<file path="src/rtl/score_pkg.sv">
// rtl/score_pkg.sv - shared types and BCD constant helper for score_bcd_accum
package score_pkg;

    typedef enum logic [1:0] {
        GR_MISS    = 2'b00,
        GR_GOOD    = 2'b01,
        GR_PERFECT = 2'b10
    } grade_t;

    typedef logic [3:0] bcd_digit_t;

    typedef enum logic {
        S_IDLE,
        S_ADD
    } state_t;

    // Converts a non-negative point constant into packed BCD, digit 0 in the LSBs (up to 16 digits)
    function automatic logic [63:0] pts_to_bcd(input int pts);
        logic [63:0] bcd;
        int          v;
        bcd = '0;
        v   = pts;
        for (int i = 0; i < 16; i++) begin
            bcd[4*i +: 4] = 4'(v % 10);
            v = v / 10;
        end
        return bcd;
    endfunction

endpackage

</file>
<file path="src/rtl/bcd_digit_add.sv">
// rtl/bcd_digit_add.sv - combinational single-digit BCD adder with +6 correction
module bcd_digit_add
    import score_pkg::*;
(
    input  bcd_digit_t a,
    input  bcd_digit_t b,
    input  logic       cin,
    output bcd_digit_t sum,
    output logic       cout
);

    logic [4:0] raw;

    // Binary add, then skip the six unused codes when the digit exceeds 9
    always_comb begin
        raw = {1'b0, a} + {1'b0, b} + {4'b0000, cin};
        if (raw > 5'd9) begin
            sum  = 4'(raw + 5'd6);
            cout = 1'b1;
        end else begin
            sum  = raw[3:0];
            cout = 1'b0;
        end
    end

endmodule

</file>
<file path="src/rtl/score_bcd_accum.sv">
// rtl/score_bcd_accum.sv - N-lane hit scorer with saturating digit-serial BCD score; hiscore under SCORE_HISCORE_EN
module score_bcd_accum #(
    parameter int LANES       = 5,
    parameter int DIGITS      = 6,
    parameter int PERFECT_PTS = 100,
    parameter int GOOD_PTS    = 50,
    parameter int COMBO_W     = 10,
    parameter int COMBO_STEP  = 10,
    parameter int MAX_MULT    = 4
) (
    input  logic                 clock,
    input  logic                 reset,
    input  logic                 clear,
    input  logic [LANES-1:0]     hit_valid,
    input  logic [2*LANES-1:0]   hit_grade,
    output logic [4*DIGITS-1:0]  score_bcd,
    output logic [4*DIGITS-1:0]  hiscore_bcd,
    output logic [COMBO_W-1:0]   combo,
    output logic [2:0]           mult,
    output logic                 busy,
    output logic                 overflow,
    output logic                 dropped
);
    import score_pkg::*;

    localparam int W  = 4 * DIGITS;
    localparam int DW = (DIGITS > 1) ? $clog2(DIGITS) : 1;
    localparam int LW = (LANES > 1) ? $clog2(LANES) : 1;
    localparam logic [63:0]        PERFECT_FULL = pts_to_bcd(PERFECT_PTS);
    localparam logic [63:0]        GOOD_FULL    = pts_to_bcd(GOOD_PTS);
    localparam logic [W-1:0]       PERFECT_BCD  = PERFECT_FULL[W-1:0];
    localparam logic [W-1:0]       GOOD_BCD     = GOOD_FULL[W-1:0];
    localparam logic [W-1:0]       ALL_NINES    = {DIGITS{4'h9}};
    localparam logic [DW-1:0]      LAST_DIGIT   = DW'(DIGITS - 1);
    localparam logic [COMBO_W-1:0] COMBO_MAX    = {COMBO_W{1'b1}};

    state_t             state_q, state_d;
    logic [LANES-1:0]   pend_q, pend_d;
    logic [2*LANES-1:0] grade_q, grade_d;
    logic [COMBO_W-1:0] combo_q, combo_d;
    logic [2:0]         mult_q, mult_d;
    logic [W-1:0]       addend_q, addend_d;
    logic [2:0]         rep_q, rep_d;
    logic [DW-1:0]      d_q, d_d;
    logic               carry_q, carry_d;
    logic [W-1:0]       work_q, work_d;
    logic [W-1:0]       score_q, score_d;
    logic               ovf_q, ovf_d;
    logic               drop_q, drop_d;

    logic [LW-1:0]      sel_lane;
    logic [LANES-1:0]   consume;
    logic [1:0]         sel_grade;
    logic [COMBO_W-1:0] combo_inc;
    logic [2:0]         mult_new;
    bcd_digit_t         add_a, add_b, add_sum;
    logic               add_cout;

    // Pick the lowest-index pending lane; it is consumed only while idle and not clearing
    always_comb begin
        sel_lane = '0;
        for (int i = LANES - 1; i >= 0; i--) begin
            if (pend_q[i]) sel_lane = LW'(i);
        end
        consume = '0;
        if (state_q == S_IDLE && (|pend_q) && !clear) consume[sel_lane] = 1'b1;
        sel_grade = grade_q[2*sel_lane +: 2];
    end

    // Saturating combo increment and the multiplier it implies
    always_comb begin
        int unsigned m;
        combo_inc = (combo_q == COMBO_MAX) ? combo_q : combo_q + 1'b1;
        m = 1 + int'(combo_inc) / COMBO_STEP;
        if (m > MAX_MULT) m = MAX_MULT;
        mult_new = 3'(m);
    end

    // The single digit adder is time-shared across digit positions by d_q
    assign add_a = work_q[4*d_q +: 4];
    assign add_b = addend_q[4*d_q +: 4];

    bcd_digit_add u_add (
        .a    (add_a),
        .b    (add_b),
        .cin  (carry_q),
        .sum  (add_sum),
        .cout (add_cout)
    );

    // Next-state: clear override, FSM sequencing and pending-mask capture
    always_comb begin
        state_d  = state_q;
        pend_d   = pend_q & ~consume;
        grade_d  = grade_q;
        combo_d  = combo_q;
        mult_d   = mult_q;
        addend_d = addend_q;
        rep_d    = rep_q;
        d_d      = d_q;
        carry_d  = carry_q;
        work_d   = work_q;
        score_d  = score_q;
        ovf_d    = ovf_q;
        drop_d   = drop_q;
        if (clear) begin
            state_d = S_IDLE;
            pend_d  = '0;
            combo_d = '0;
            mult_d  = 3'd1;
            rep_d   = '0;
            d_d     = '0;
            carry_d = 1'b0;
            work_d  = '0;
            score_d = '0;
            ovf_d   = 1'b0;
            drop_d  = 1'b0;
        end else begin
            case (state_q)
                S_IDLE: begin
                    if (|pend_q) begin
                        if (sel_grade == GR_GOOD || sel_grade == GR_PERFECT) begin
                            combo_d  = combo_inc;
                            mult_d   = mult_new;
                            rep_d    = mult_new;
                            addend_d = (sel_grade == GR_PERFECT) ? PERFECT_BCD : GOOD_BCD;
                            d_d      = '0;
                            carry_d  = 1'b0;
                            work_d   = score_q;
                            state_d  = S_ADD;
                        end else begin
                            combo_d = '0;
                            mult_d  = 3'd1;
                        end
                    end
                end
                S_ADD: begin
                    work_d[4*d_q +: 4] = add_sum;
                    carry_d = add_cout;
                    if (d_q == LAST_DIGIT) begin
                        if (add_cout) begin
                            work_d  = ALL_NINES;
                            score_d = ALL_NINES;
                            ovf_d   = 1'b1;
                            rep_d   = '0;
                            state_d = S_IDLE;
                        end else if (rep_q > 3'd1) begin
                            rep_d   = rep_q - 3'd1;
                            d_d     = '0;
                            carry_d = 1'b0;
                        end else begin
                            score_d = work_d;
                            state_d = S_IDLE;
                        end
                    end else begin
                        d_d = d_q + 1'b1;
                    end
                end
                default: state_d = S_IDLE;
            endcase
            for (int i = 0; i < LANES; i++) begin
                if (hit_valid[i]) begin
                    if (pend_q[i] && !consume[i]) begin
                        drop_d = 1'b1;
                    end else begin
                        pend_d[i]         = 1'b1;
                        grade_d[2*i +: 2] = hit_grade[2*i +: 2];
                    end
                end
            end
        end
    end

    // State registers; reset abandons any add in progress
    always_ff @(posedge clock) begin
        if (reset) begin
            state_q  <= S_IDLE;
            pend_q   <= '0;
            grade_q  <= '0;
            combo_q  <= '0;
            mult_q   <= 3'd1;
            addend_q <= '0;
            rep_q    <= '0;
            d_q      <= '0;
            carry_q  <= 1'b0;
            work_q   <= '0;
            score_q  <= '0;
            ovf_q    <= 1'b0;
            drop_q   <= 1'b0;
        end else begin
            state_q  <= state_d;
            pend_q   <= pend_d;
            grade_q  <= grade_d;
            combo_q  <= combo_d;
            mult_q   <= mult_d;
            addend_q <= addend_d;
            rep_q    <= rep_d;
            d_q      <= d_d;
            carry_q  <= carry_d;
            work_q   <= work_d;
            score_q  <= score_d;
            ovf_q    <= ovf_d;
            drop_q   <= drop_d;
        end
    end

`ifdef SCORE_HISCORE_EN
    logic [W-1:0] hi_q, hi_d;
    logic         sat_commit;

    // Valid packed BCD orders the same as its binary reading, so a plain compare is MSD-first magnitude
    assign sat_commit = (state_q == S_ADD) && (d_q == LAST_DIGIT) && add_cout && !clear;

    // Capture a new high score on game restart or when the score saturates
    always_comb begin
        hi_d = hi_q;
        if (clear) begin
            if (score_q > hi_q) hi_d = score_q;
        end else if (sat_commit) begin
            if (ALL_NINES > hi_q) hi_d = ALL_NINES;
        end
    end

    // High score register, cleared only by reset
    always_ff @(posedge clock) begin
        if (reset) hi_q <= '0;
        else       hi_q <= hi_d;
    end

    assign hiscore_bcd = hi_q;
`else
    assign hiscore_bcd = '0;
`endif

    assign score_bcd = score_q;
    assign combo     = combo_q;
    assign mult      = mult_q;
    assign busy      = (state_q == S_ADD) || (|pend_q);
    assign overflow  = ovf_q;
    assign dropped   = drop_q;

endmodule
</file>
<file path="config.mk">
export PLATFORM = sky130hd
export DESIGN_NAME = score_bcd_accum
export DESIGN_NICKNAME = d
export VERILOG_FILES = /design/src/rtl/score_pkg.sv /design/src/rtl/bcd_digit_add.sv /design/src/rtl/score_bcd_accum.sv
export SDC_FILE = /design/constraint.sdc
export NUM_CORES = 1
export LEC_CHECK = 0
export BUFFER_PORTS_ARGS = -buffer_cell sky130_fd_sc_hd__buf_2
export CAP_MARGIN = 20
export CORE_AREA = 2 2 116 202
export DETAILED_ROUTE_END_ITERATION = 8
export DIE_AREA = 0 0 118 204
export PLACE_DENSITY = 0.49
export SLEW_MARGIN = 20
export SYNTH_ARGS = -nofsm -noshare
export SYNTH_HDL_FRONTEND = slang
export SYNTH_SLANG_ARGS = --single-unit
</file>
<file path="constraint.sdc">
create_clock -name clock -period 6.9 [get_ports clock]
set_input_delay 1.38 -clock clock [delete_from_list [all_inputs] [get_ports clock]]
set_output_delay 1.38 -clock clock [all_outputs]
set_load 0.02 [all_outputs]
</file>
* Yosys cells after proc, flatten, opt, wreduce, memory -nomap -nowiden *
Cells that the tools add are included.
Widths: inputs -> output; s select.

storage, ports and cells
  flip-flop bits (word level) = 110
  input bits = 18
  output and inout port bits = 64
  logic and storage cells = 153

cells by class
  $add $sub $neg = 8
  div/mod/pow operators = 1
  $lt $le $gt $ge = 5
  eq/ne operators = 11
  shift-type cells = 5
  mux-type cells = 67
  bitwise logic cells = 9
  reduce and logical (&&, ||, !) cells = 30

operators with widths
  kind                     count
  $mux 24                  6
  $mux 3                   17
  $pmux 24 s2              1
  $shiftx 24x6->4          2
  $neg 5->34               1
  $shift 4x34->24 const A  1
  $shiftx 4x34->24         1
  $add 2x32->32 const A    1
  $div 11x5->32 const B    1
  $gt 32x3->1 const B      1
  $mux 1                   32
  $bwmux 24                1
  $reduce_and 3->1         7
  $mux 10                  2
  $pmux 3 s2               2
  $reduce_and 4->1         3
  $add 10x1->10 const B    1
  $eq 10x10->1 const B     1
  $shiftx 10x5->2          1
  $mux 9                   1
  $logic_and 1x1->1        8
  $not 1->1                7
  $logic_not 1->1          6
  $ne 2x1->1 const B       3
  other kinds (26)         29

* Depth between registers and ports, before layout *
Gate-level depths: netlist of the first run.

  word-level depth = 23
  mapped depth = 31
  mapped depth without buffers = 30

* By module *
A second synthesis of the first run with hierarchy kept.

second synthesis, totals
  cells, all modules = 921
  area total of the unflattened synthesis = 6766.5 µm²

modules (own cells, without submodules)
  module           instances  cells an instance  area each (µm²)  sequential area each (µm²)
  score_bcd_accum  1          899                6555.0           1761.7
  bcd_digit_add    1          22                 211.5            0.0

* Least setup slack after synthesis of the first run *
Ideal clock, no wire load.

  kind = register -> register
  start = register combo_q[2], in the netlist combo[2]
  end = register rep_q[0]
  setup time = 0.058 ns
  arrival time = 5.996 ns
  data required time = 6.842 ns
  setup slack = 0.847 ns
  stages on the path, launching flop included = 31
  path buffers = 2
  clock period less this slack = 6.053 ns
  cells stage by stage = dfxtp_1 > buf_2 > nand4_1 > buf_4 > nor3_4 > a21o_4 > inv_1 > ha_1 > nand2b_1 > o21a_2 > a21o_1 > a21oi_1 > o2111ai_1 > and4bb_2 > a21boi_2 > o21ai_0 > ha_1 > o21ai_0 > a2111oi_0 > nand4b_1 > a311o_1 > o211ai_1 > nand3_1 > ha_1 > a21oi_1 > o21bai_1 > a21oi_1 > nor3b_1 > nand4_1 > o21ai_0 > o21a_1

on the way
  word-level cells in the longest chain between the ends = 9
  elaborated cells on any way between the ends = 10
  classes of those cells = 2 x add/sub; 1 x div; 1 x order compare; 1 x eq/ne; 5 x mux

ends and longest elaborated chain
  what                                           RTL line                RTL
  from (decl)                                    score_bcd_accum.sv:40   logic [COMBO_W-1:0] combo_q, combo_d;
  from (signal assigned)                         score_bcd_accum.sv:194  combo_q <= combo_d;
  $add 10x1->10 or $eq 10x10->1 (tied branches)  score_bcd_accum.sv:73   combo_inc = (combo_q == COMBO_MAX) ? combo_q : combo_q + 1'b1;
  $mux 10 (*)                                    score_bcd_accum.sv:73
  $div 11x5->32 (*)                              score_bcd_accum.sv:74   m = 1 + int'(combo_inc) / COMBO_STEP;
  $add 2x32->32 (*)                              score_bcd_accum.sv:74
  $gt 32x3->1                                    score_bcd_accum.sv:75   if (m > MAX_MULT) m = MAX_MULT;
  $mux 3 (*)                                     score_bcd_accum.sv:75
  $mux 3 (*)                                     score_bcd_accum.sv:122  if (sel_grade == GR_GOOD || sel_grade == GR_PERFECT) begin
  $mux 3 (*)                                     score_bcd_accum.sv:121  if (|pend_q) begin
  $pmux 3 s2 (*)                                 score_bcd_accum.sv:119  case (state_q)
  to (signal assigned)                           score_bcd_accum.sv:197  rep_q <= rep_d;
  to (decl)                                      score_bcd_accum.sv:43   logic [2:0] rep_q, rep_d;

Every way passes the cells marked *; elsewhere a longest branch is shown, timed or not. The select of a mux whose other input is x is not followed.
A chain may end at the register's enable or synchronous reset.

* Worst setup path after layout of the first run *
  start = register combo_q[1], in the netlist combo[1]
  end = register rep_q[0]

Same word-level chain as after synthesis.

==> flow_summary.ini, run 1 <==
[yosys]
syn-cell-area_sq_mm = 0.00663
syn_inst = 865
synth_top_cell_by_area = dfxtp_1
ys_warn_count = 0
synth.distinct_cells = 99
synth-edff-count = 0
synth_most_common_cell = nor2_1
synth_seq_cells = 88
yosysTopAreaCellShare_pct = 26.6
synthTopCellsByCount = 117 x nor2_1, 88 x dfxtp_1, 86 x a21oi_1, 74 x nand2_1, 63 x o21ai_0
yosysSeqAreaShare_pct = 26.6
async_reset_ff_share_pct = 0
synthFlopType = dfxtp_1
yosys-top-cells-area = dfxtp_1 27%, nor2_1 6.6%, a21oi_1 6.5%, o21ai_0 4.8%, mux2i_1 4.5%
syn_avg_cell_area_sq_um = 7.66

[routing]
drtIter0Drc = 305
wl_per_cell_um = 17.9
drtAntennaViolNets = 0
firstDrtPassIters = 5
avgViaCountPerCell = 5.38
route.detailed.drc = 0
wirelength_um = 21500
vias = 6485

[critical_path]
crit_path_max_fanout = 13
crit_type = reg -> reg
cpMaxStageDelayCell = a211o_1
r2r_slack_ns = 0.48
cp-end-kind = flop
crit_arrival_ns = 6.72
cp_common_cell = ha_1
cp.required_ns = 7.20
slowest_delay_ns = 0.41
start_kind = flop

[timing]
fin_skew_ns = 0.00626
finalCriticalPeriod_ns = 6.42
whs_ns = 0.472
worst_slack_ns = 0.481
finalSetupTns_ns = 0
rsz0062_at_grt = false
hold_violations = 0
fmax_ghz = 0.156
tightest_slew_ns = 1.04
slew_violations = 0
setup_viol = 0
slew_headroom_pct = 30.8
finalCritPeriodShare_pct = 93.0

[grt]
grt_max_degree = 50
grt_remaining_overflow = 0
grt_pass1_vias = 6408
grt_pass1_wl_um = 34200
gr-usage-all-layers_pct = 17.8
antenna_found_initial = 0

[run_status]
status = finished clean

[floorplanning]
die_h_um = 204
coreArea_sq_mm = 0.0226
die_w_um = 118
die_area_sq_mm = 0.0241
initial_core_util_pct = 29.4
io-pin-count = 82
rows = 73

[clocking]
root_buffer = clkbuf_16
clkLatencyLatePin_ns = 0.35
cts_sinks = 88
cts-htree-levels = 3
cts_tree = done
cts_hold_buf = 0
clock_path_buffers = 2
numCtsBuffers = 9
cts.clk_slew.worst_paths_ns = 0.07

[layout]
nNetsFinal = 938
final_cells = 1205
n_antenna_cell = 0
syn_to_final_growth_pct = 12.0
drive_above_1_share_pct = 17.1
final_area_sq_mm = 0.00742

[power_and_ir_drop]
power_density_mw_per_mm2 = 163
p_int_uw = 834
p_switching_uw = 377
leakagePower_uw = 0.00277
seqPwrFrac_pct = 44.5
ir_drop_mv = 0.125
p_sw_share_pct = 31.1
clkPwrFrac_pct = 41.4
pwr-share-comb_pct = 14.0

[place]
dp.cells = 1187
place_ws_ns = 0.0869
place.gp.congestion = 0.909
port_buffers = 57
dp.final_hpwl_um = 16400
postPlaceCellArea_sq_mm = 0.00708

[min_path]
hold_class = reg -> reg

[flow_run]
maxCapViolCount = 0
==> per-layer routing <==
| layer | vias up | part of all wire [%] | GRT usage, % |
|---|---|---|---|
| met5 | - | 0 | 0 |
| met4 | 0 | 5.3 | 9.47 |
| met3 | 63 | 2.1 | 1.79 |
| met2 | 145 | 56 | 35.8 |
| met1 | 3072 | 37 | 17.6 |
| li1 | 3205 | - | - |
==> kinds of logic (layout without fill, tap and decap cells) <==
group | after synthesis | count (layout) | share of synthesized area [%]
AND/OR/NAND/NOR | 320 | 320 | 23.4
AO/OA/AOI/OAI | 294 | 294 | 31.0
buffers and inverters | 97 | 114 | 7.61
flip-flops | 88 | 88 | 26.6
multiplexers | 35 | 35 | 6.12
adder cells (fa/ha/maj) | 20 | 20 | 3.89
XOR/XNOR | 10 | 10 | 1.32
other | 1 | 24 | 0.0566
==> what timing repair did <==
action                                  CTS  global route
endpoints found under the setup margin    0             6
gates resized for setup                   0            13
setup buffers                             0             2
==> final cells by class <==
type                    instances  area [sq um]
clock inverters                 7          75.1
inverters                      22          82.6
fillers                      2492         15100
repair buffers                 76           428
flip-flops and latches         88          1770
well taps                     300           375
clock buffers                   9           225
multi-input cells             703          4470
==> power groups by stage <==
| stage | combinational, uW | clock (uW) | sequential (uW) |
|---|---|---|---|
| 6_report | 170 | 502 | 539 |
| 5_1_grt | 192 | 534 | 542 |
| 2_1_floorplan | 139 | 0 | 545 |
| 3_5_place_dp | 172 | 0 | 551 |
| 3_3_place_gp | 173 | 0 | 551 |
| 4_1_cts | 173 | 513 | 539 |
==> state kept, by name, indices dropped and copies added, names as in the netlist <==
register,flops
work_q,24
carry_q,1
overflow,1
pend_q,5
mult,3
rep_q,3
dropped,1
score_bcd,24
state_q,1
addend_q,2
grade_q,10
d_q,3
combo,10
==> through the flow <==
| step | power, uW | util (%) |
|---|---|---|
| finish | 1210 | 32.9 |
| global route | 1270 | 32.9 |
| global placement | 724 | 31.4 |
| detailed placement | 723 | 31.4 |
| CTS | 1220 | 32.7 |
| floorplan | 684 | - |
==> final timing paths <==
kind              depth (start not counted)        to      from
setup reg to reg                         28  rep_q[0]  combo[1]
setup / recovery                         28  rep_q[0]  combo[1]
hold reg to reg                           2   mult[1]   mult[1]
hold / removal                            2   mult[1]   mult[1]
==> critical path: cells and delay by family, from the launching register on <==
kind                       cells  cell delay [ns]
adders and majority gates      3             0.79
buffers and inverters          1             0.05
and+or+nand+nor                8             1.65
DFF                            1             0.39
AOI/OAI and AO/OA             16             3.47
==> layout by cell type (no fill, tap or decap), types with 8 or more instances in the layout <==
master     netlist  layout
a211oi_1        12      12
nand2b_1         9       9
a31oi_1          8       8
a22oi_1         13      13
conb_1           1      24
mux2i_1         30      30
nand2_1         74      74
dfxtp_2          0       8
buf_2            9      57
xnor2_1          8       8
o211ai_1        16      16
nor2_1         117     117
dfxtp_1         88      80
a21oi_1         86      84
nand4_1         12      12
or2_2            8       8
clkbuf_16        0       9
buf_4           25      19
inv_1           22      22
nand3_1         21      21
ha_1            19      18
nor3_1          25      25
o21ai_0         63      62
(Power assumes the default switching activity.)
==> inputs of run 2 (changes only) <==
--- a/config.mk
+++ b/config.mk
@@ -7,11 +7,13 @@
 export LEC_CHECK = 0
 export BUFFER_PORTS_ARGS = -buffer_cell sky130_fd_sc_hd__buf_2
 export CAP_MARGIN = 20
-export CORE_AREA = 2 2 116 202
+export CORE_AREA = 2 2 117 204
 export DETAILED_ROUTE_END_ITERATION = 8
-export DIE_AREA = 0 0 118 204
+export DIE_AREA = 0 0 119 206
 export PLACE_DENSITY = 0.49
+export SKIP_CTS_REPAIR_TIMING = 1
 export SLEW_MARGIN = 20
 export SYNTH_ARGS = -nofsm -noshare
 export SYNTH_HDL_FRONTEND = slang
+export SYNTH_HIERARCHICAL = 1
 export SYNTH_SLANG_ARGS = --single-unit
==> run 2 against run 1 <==
Effect of this change:
- combinational power increased by 28%
- die area grew 1.8%
- area after synthesis grew 2.1%
- global-route usage grew 0.53 points
- via count grew 6.4%
- clock power is 4% lower
==> flow_summary.ini, run 2 <==
[critical_path]
cpMaxStageDelayCell = or4_1
reg2reg_depth = 25
crit_path_max_fanout = 16
crit_type = reg -> reg
crit_arrival_ns = 6.82
cp-end-kind = flop
cp.required_ns = 7.19
worstReg2RegStart = combo[5]
slowest_delay_ns = 0.70
rr_endpoint = mult[1]
start_kind = flop
r2r_slack_ns = 0.37

[yosys]
async_reset_ff_share_pct = 0
synth_top_cell_by_area = dfxtp_1
yosysTopAreaCellShare_pct = 26.0
syn_avg_cell_area_sq_um = 7.35
synthTopCellsByCount = 121 x nor2_1, 95 x a21oi_1, 88 x dfxtp_1, 83 x nand2_1, 69 x o21ai_0
yosysSeqAreaShare_pct = 26.0
yosys-top-cells-area = dfxtp_1 26%, a21oi_1 7.0%, nor2_1 6.7%, mux2i_1 6.1%, o21ai_0 5.1%
ys_warn_count = 6
syn_inst = 921
synth_most_common_cell = nor2_1
synth.distinct_cells = 88
synthFlopType = dfxtp_1
syn-cell-area_sq_mm = 0.00677
synth-edff-count = 0
synth_seq_cells = 88

[power_and_ir_drop]
ir_drop_mv = 0.107
power_density_mw_per_mm2 = 161
leakagePower_uw = 0.00297
power.total_uw = 1240

[clocking]
clkLatencyLatePin_ns = 0.35
clock_path_buffers = 2
cts_tree = done
cts-htree-levels = 3
numCtsBuffers = 9
cts.clk_slew.worst_paths_ns = 0.07
root_buffer = clkbuf_16
cts_sinks = 88

[timing]
worst_slack_ns = 0.371
fmax_ghz = 0.153
hold_violations = 0
finalCriticalPeriod_ns = 6.53
setup_viol = 0
slew_violations = 0
fin_skew_ns = 0.0102
finalCritPeriodShare_pct = 94.6
finalSetupTns_ns = 0
rsz0062_at_grt = false
whs_ns = 0.481
tightest_slew_ns = 1.07
slew_headroom_pct = 28.2

[layout]
final_cells = 1274
drive_above_1_share_pct = 15.9
seq_area_sq_mm = 0.00176
mostFrequentLayoutCell = nor2_1
syn_to_final_growth_pct = 14.1
n_antenna_cell = 0
nNetsFinal = 1004
fill_cells = 2475
multi_input_area_sq_mm = 0.00463
final_cell_mix = 120 x nor2_1, 94 x a21oi_1, 86 x dfxtp_1

[floorplanning]
die_h_um = 206
die_w_um = 119
rows = 74
coreArea_sq_mm = 0.0231
initial_core_util_pct = 29.3
io-pin-count = 82
die_area_sq_mm = 0.0245

[routing]
wl_per_cell_um = 17.8
avgViaCountPerCell = 5.42
vias = 6903
route.detailed.drc = 0
drtIter0Drc = 410
wirelength_um = 22600
drtAntennaViolNets = 0
firstDrtPassIters = 7

[place]
dp.cells = 1256
place.gp.congestion = 0.888
dp.final_hpwl_um = 17300
place_ws_ns = 0.372
port_buffers = 57

[min_path]
hold_class = reg -> reg
whs_path_depth = 2
holdPathEnd = addend_q[6]
min_from = addend_q[6]

[run_status]
status = finished clean

[grt]
antenna_found_initial = 0
grt_remaining_overflow = 0
gr-usage-all-layers_pct = 18.3
gr-usage-met1_pct = 18.1
grt.busiest_layer = met2
grt_pass1_wl_um = 35600
grt_pass1_vias = 6593
grtUsageMet2_pct = 36.2
use_met3_pct = 2.24
grt_max_degree = 46

[flow_run]
maxCapViolCount = 0
run 2: power by group:
part | total (uW) | leakage [uW] | internal [uW] | switching [uW]
Combinational | 218 | 0.00212 | 68.7 | 149
Sequential | 543 | 0.000714 | 526 | 17.2
Clock | 484 | 0.000140 | 252 | 231
Total | 1240 | 0.00297 | 847 | 398
run 2: area by class of cell:
class                      count  share of cell area, %
clock inverter                 7                  0.794
inverter                      26                   1.26
multi-input combinational    747                   60.0
sequential                    88                   22.9
clock buffer                   9                   2.92
tap                          304                   4.93
timing repair buffer          93                   7.20
run 2: metrics by stage:
stage               utilization (%)  cell area, sq um
CTS                            33.2              7650
global placement               31.9              7360
finish                         33.5              7720
detailed placement             31.9              7360
global route                   33.5              7720
floorplan                         -              6860
run 2: worst max-delay path by stage:
stage | from | end | slack [ns] | cells after the start
final | combo[5] | mult[1] | 0.37 | 25
after global routing | combo[5] | mult[1] | 0.01 | 25
after CTS | combo[4] | mult[1] | 0.34 | 25
after detailed placement | combo[4] | mult[1] | 0.37 | 25
after global placement | combo[4] | mult[1] | 0.45 | 25
after floorplan | combo[1] | mult[1] | 0.63 | 28
run 2: kinds of logic after synthesis:
| logic type | after synthesis | synth area share, % |
|---|---|---|
| multiplexers | 45 | 6.90 |
| adder cells (fa/ha/maj) | 23 | 4.42 |
| XOR/XNOR | 10 | 1.63 |
| other | 1 | 0.0554 |
| buffers and inverters | 112 | 7.95 |
| flip-flops | 88 | 26.0 |
| AO/OA/AOI/OAI | 309 | 30.0 |
| AND/OR/NAND/NOR | 333 | 23.0 |
run 2: layer usage:
layer  up-vias  part of all wire [%]
met4         0                   4.7
li1       3391                     -
met1      3245                    36
met5         -                     0
met2       209                    55
met3        58                   3.4
run 2: critical path: cells and delay by family, from the launching register on:
kind            cells  cell delay, ns
simple gates       10            2.41
compound gates     10            2.27
fa+ha+maj           3            0.91
flops               1            0.46
xor+xnor            1            0.21
mux                 1            0.20
